## src/rtl/shift_add_mult_8bit_pkg.sv

```systemverilog
// Shared definitions for the sequential shift-add multiplier.
// State encoding and default operand/counter widths.
package shift_add_mult_8bit_pkg;

    localparam int DEF_N_BITS = 8;
    localparam int DEF_CNT_W  = 3;

    typedef enum logic [1:0] {
        IDLE = 2'd0,
        RUN  = 2'd1,
        DONE = 2'd2
    } state_t;

endpackage

```

## src/rtl/ripple_carry_8bit.sv

```systemverilog
// 8-bit ripple-carry adder used as the multiplier's add stage.
// Carry chains bit by bit from carry_in to carry_out.
module ripple_carry_8bit (
    output logic       carry_out,
    output logic [7:0] sum,
    input  logic [7:0] A,
    input  logic [7:0] B,
    input  logic       carry_in
);

    logic [8:0] c;

    assign c[0] = carry_in;

    for (genvar i = 0; i < 8; i++) begin : g_fa
        assign sum[i]   = A[i] ^ B[i] ^ c[i];
        assign c[i + 1] = (A[i] & B[i]) | (c[i] & (A[i] ^ B[i]));
    end

    assign carry_out = c[8];

endmodule

```

## src/rtl/shift_add_mult_8bit.sv

```systemverilog
// Sequential 8x8 unsigned multiplier: one add/shift step per clock.
// Product {A,Q} is valid while done is high and held until next start.
module shift_add_mult_8bit
    import shift_add_mult_8bit_pkg::*;
#(
    parameter int N_BITS = DEF_N_BITS,
    parameter int CNT_W  = DEF_CNT_W
) (
    input  logic                  clk,
    input  logic                  rst_n,
    input  logic                  start,
    input  logic [N_BITS-1:0]     multiplicand,
    input  logic [N_BITS-1:0]     multiplier,
    output logic                  ready,
    output logic                  busy,
    output logic                  done,
    output logic [2*N_BITS-1:0]   product
);

    localparam logic [CNT_W-1:0] LAST = CNT_W'(N_BITS - 1);

    state_t state;
    state_t next_state;

    logic [N_BITS-1:0] m_reg;
    logic [N_BITS-1:0] a_reg;
    logic [N_BITS-1:0] q_reg;
    logic              c_reg;
    logic [CNT_W-1:0]  count;

    logic [N_BITS-1:0] addend;
    logic [N_BITS-1:0] sum;
    logic              cout;
    logic              unused_carry;

    // Partial product is M when the current multiplier bit is set.
    assign addend = q_reg[0] ? m_reg : '0;

    ripple_carry_8bit u_add (
        .carry_out (cout),
        .sum       (sum),
        .A         (a_reg),
        .B         (addend),
        .carry_in  (1'b0)
    );

    // After the combined add+shift, C always ends up cleared.
    assign unused_carry = c_reg;

    assign product = {a_reg, q_reg};

    // State register.
    always_ff @(posedge clk or negedge rst_n) begin
        if (!rst_n) begin
            state <= IDLE;
        end else begin
            state <= next_state;
        end
    end

    // Next-state and handshake outputs.
    always_comb begin
        next_state = state;
        ready      = 1'b0;
        busy       = 1'b0;
        done       = 1'b0;
        unique case (state)
            IDLE: begin
                ready = 1'b1;
                if (start) begin
                    next_state = RUN;
                end
            end
            RUN: begin
                busy = 1'b1;
                if (count == LAST) begin
                    next_state = DONE;
                end
            end
            DONE: begin
                busy       = 1'b1;
                done       = 1'b1;
                next_state = IDLE;
            end
            default: begin
                next_state = IDLE;
            end
        endcase
    end

    // Operand capture and add/shift datapath.
    always_ff @(posedge clk or negedge rst_n) begin
        if (!rst_n) begin
            m_reg <= '0;
            a_reg <= '0;
            q_reg <= '0;
            c_reg <= 1'b0;
            count <= '0;
        end else begin
            unique case (state)
                IDLE: begin
                    if (start) begin
                        m_reg <= multiplicand;
                        q_reg <= multiplier;
                        a_reg <= '0;
                        c_reg <= 1'b0;
                        count <= '0;
                    end
                end
                RUN: begin
                    c_reg <= 1'b0;
                    a_reg <= {cout, sum[N_BITS-1:1]};
                    q_reg <= {sum[0], q_reg[N_BITS-1:1]};
                    count <= count + 1'b1;
                end
                default: begin
                end
            endcase
        end
    end

endmodule

```

## config.mk

```make
export PLATFORM = sky130hd
export DESIGN_NAME = shift_add_mult_8bit
export DESIGN_NICKNAME = d
export VERILOG_FILES = /design/src/rtl/shift_add_mult_8bit_pkg.sv /design/src/rtl/ripple_carry_8bit.sv /design/src/rtl/shift_add_mult_8bit.sv
export SDC_FILE = /design/constraint.sdc
export NUM_CORES = 1
export LEC_CHECK = 0
export CAP_MARGIN = 0
export CORE_MARGIN = 2
export CORE_UTILIZATION = 44
export DETAILED_ROUTE_END_ITERATION = 10
export GPL_TIMING_DRIVEN = 0
export PLACE_DENSITY_LB_ADDON = 0.25
export SYNTH_ARGS = -nofsm -noshare
export SYNTH_HDL_FRONTEND = slang
export SYNTH_SLANG_ARGS = --single-unit
```

## constraint.sdc

```tcl
create_clock -name clk -period 3.8 [get_ports clk]
set_clock_uncertainty 0.2 [all_clocks]
set_input_delay 0.57 -clock clk [delete_from_list [all_inputs] [get_ports clk]]
set_output_delay 0.57 -clock clk [all_outputs]
set_load 0.005 [all_outputs]
```

==> summary.txt <==
Clock network
  – CTS buffer count: 5
  – Reg clk slew, reported paths: 0.09 ns
  – Clock root buffer: clkbuf_4
  – Latest clock arrival within the worst-skew pair: 0.32 ns
  – Maximum clock insertion buffer count: 2
  – Hold-fix buffers, CTS: 0
  – CTS tree: built
  – Clk sinks: 29
  – # H-tree levels: 2

Synth
  – Cells after Synth: 128
  – Netlist cell types: 29
  – Flops & latches, synth: 29
  – Syn Nets: 160
  – Part of the Yosys area used for sequential elements: 0.475
  – Post-Synthesis Cell Area: 0.00153 mm2
  – Synth Area per Inst: 11.9 um2
  – Yosys warns: 0

Final layout
  – Nets: 207
  – Most frequent cells in the layout: 36 x clkdlybuf4s50_1, 29 x dfrtp_1, 13 x inv_1, 9 x nand2_1, 8 x mux2_2
  – Leading cell type in the layout, fill and taps excluded: clkdlybuf4s50_1
  – ANT cells: 0
  – Synth-to-layout area growth: 33.6%
  – Share of cells above drive strength 1: 0.223

Critical path
  – Setup CP Type: reg2reg
  – Worst Setup End Kind: register
  – Max FO, Critical Path: 4
  – WP buf/inv: 4
  – Critical Path Start: q_reg[0]
  – Worst path slowest cell: fa_1
  – Largest stage delay on the critical path: 0.49 ns
  – Most frequent CP cell: fa_2
  – CP arrival: 3.64 ns
  – CP cell instances: buf_6, and2_1, ha_1, inv_1, fa_2, fa_2, fa_2, fa_2, fa_2, inv_1, fa_1, inv_1, fa_1, o21ai_1
  – CP Launch Type: register
  – Cell family with most CP delay: adder cells
  – Worst r2r src: q_reg[0]
  – Worst path required time: 3.82 ns

Place
  – Port Buf Inserts: 37
  – Final GP Congestion: 0.781
  – Post-DP HPWL: 2330 um
  – Dpl ws: -0.104 ns

Pwr
  – PnR Total Power: 0.00163 W
  – Clock power frac: 0.116
  – NetSw: 0.000597 W
  – Flop pwr share: 0.334
  – Peak VDD IR: 0.371 mV
  – Power per cell area: 796 mW/mm2
  – Switching fraction of total power: 0.367
  – Combinational share of power: 0.550
  – Int Power: 0.00103 W
  – Pleak: 0.862 nW

Route
  – Via count: 1149
  – Router iterations before antenna repair: 5
  – Vias per cell: 5.20
  – Post-Route WL: 3140 um
  – DR WL/cell: 14.2 um
  – Residual DRC count: 0
  – Initial drt markers: 33
  – Final ANT Viol Nets: 0

Global routing
  – Grt ovf: 0
  – Vias in the first global route: 1148
  – Met2 Use GR: 0.295
  – All-Layer GR Usage: 0.182
  – Met3 GRT Util: 0.0523
  – Met1 usage: 0.224
  – First-pass GRT wire length: 5480 um
  – Most Crowded Layer GR: met2
  – Initial antenna violation count: 0
  – Largest net degree at the start of global routing: 30

Floorplan
  – Io pins: 38
  – Die Wd: 63.0 um
  – Die height: 63.0 um
  – Cell Rows: 21
  – Die ar.: 0.00396 mm2
  – Initial core utilization: 0.458
  – Core box area: 0.00334 mm2

Timing
  – Final setup margin: 0.183 ns
  – Final number of hold-violating endpoints: 0
  – Worst Tran Pin Value: 0.632 ns
  – WHS: 0.0501 ns
  – Final Slew Violations: 0
  – Final setup viols: 0
  – Fraction of the cycle the final worst path needs: 0.952
  – Min cycle time layout: 3.62 ns
  – Final TNS setup: 0 ns
  – Rel. slew slack: 0.579
  – RSZ-0062 raised after global routing: false
  – Fmax: 277 MHz

Run
  – Max-cap violation count: 0

Min path
  – Worst Hold Class: in2async

Run status
  – Status: finished clean
==> cells by family after synthesis <==
logic type	Yosys count	share of synthesized area
AND/OR/NAND/NOR	30	0.109
flip-flops	29	0.475
AO/OA/AOI/OAI	28	0.141
buffers and inverters	19	0.0696
adder cells (fa/ha/maj)	13	0.141
multiplexers	9	0.0655
==> synth_stat cells <==
| cell type | count | area share |
|---|---|---|
| a21oi_1 | 4 | 0.013 |
| a32o_1 | 2 | 0.013 |
| and2_1 | 2 | 0.0082 |
| and3b_2 | 1 | 0.0065 |
| buf_2 | 1 | 0.0033 |
| buf_4 | 1 | 0.0049 |
| buf_6 | 4 | 0.029 |
| dfrtp_1 | 29 | 0.47 |
| fa_1 | 7 | 0.092 |
| ha_1 | 6 | 0.049 |
| inv_1 | 13 | 0.032 |
| mux2_2 | 8 | 0.059 |
| mux2i_1 | 1 | 0.0065 |
| nand2_1 | 9 | 0.022 |
| nand2_2 | 1 | 0.0041 |
| nand2_4 | 1 | 0.0074 |
| nand2b_1 | 5 | 0.020 |
| nand3_1 | 3 | 0.0098 |
| nand4_1 | 1 | 0.0041 |
| nor2_1 | 2 | 0.0049 |
| nor2_2 | 1 | 0.0041 |
| nor2b_1 | 1 | 0.0041 |
| o21ai_0 | 6 | 0.020 |
| o221a_1 | 2 | 0.015 |
| o221a_2 | 5 | 0.037 |
| o22a_1 | 4 | 0.023 |
| o22ai_1 | 5 | 0.020 |
| or3_1 | 2 | 0.0082 |
| or3_2 | 1 | 0.0049 |
==> power groups by stage <==
| stage | clock, W | sequential (W) | combinational, W |
|---|---|---|---|
| floorplan | 0 | 0.000534 | 0.000546 |
| global route | 0.000208 | 0.000562 | 0.00101 |
| global placement | 0 | 0.000541 | 0.000836 |
| finish | 0.000189 | 0.000542 | 0.000894 |
| CTS | 0.000195 | 0.000545 | 0.000878 |
| detailed placement | 0 | 0.000551 | 0.000869 |
==> area by class of cell <==
cell class	instances	area (um2)
timing repair buffer	40	388
sequential	29	726
inverter	13	48.8
buffer	6	57.6
tap	46	57.6
clock buffer	7	55.1
multi-input combinational	80	709
fill	305	1290
==> repair_timing <==
| item | CTS | global route |
|---|---|---|
| pin swaps | 0 | 1 |
| gates cloned | 0 | 0 |
| resized for setup | 3 | 3 |
| setup endpoints to repair | 2 | 3 |
| setup buffers | 0 | 3 |
==> metal layers <==
layer / share of wire / wire [um]
met1: 0.41 / 1290
met2: 0.52 / 1620
met3: 0.056 / 175
met4: 0.019 / 59
met5: 0 / 0
==> worst paths after layout <==
check / depth (start not counted) / slack, ns / end
setup / recovery: 14 / 0.18 / a_reg[6]
setup reg to reg: 14 / 0.18 / a_reg[6]
max in group asynchronous: 1 / 2.92 / m_reg[6]
hold / removal: 1 / 0.05 / q_reg[3]
min in group clk: 1 / 0.30 / count[2]
hold reg to reg: 1 / 0.30 / count[2]
==> worst register-to-register path, stage by stage, from the launching register on <==
cell,delay (ns)
dfrtp_1,0.37
buf_6,0.11
and2_1,0.12
ha_1,0.14
inv_1,0.05
fa_2,0.34
fa_2,0.35
fa_2,0.34
fa_2,0.34
fa_2,0.33
inv_1,0.08
fa_1,0.16
inv_1,0.05
fa_1,0.49
o21ai_1,0.06
==> per-stage QoR <==
| stage | area [um2] | cells | util |
|---|---|---|---|
| 5_1_grt | 2040 | 221 | 0.612 |
| 6_report | 2040 | 221 | 0.612 |
| 2_1_floorplan | 1530 | 128 | - |
| 3_5_place_dp | 1960 | 211 | 0.586 |
| 3_3_place_gp | 1960 | 211 | 0.586 |
| 4_1_cts | 2020 | 218 | 0.605 |
Note: power is estimated with default switching activity, not from simulation.
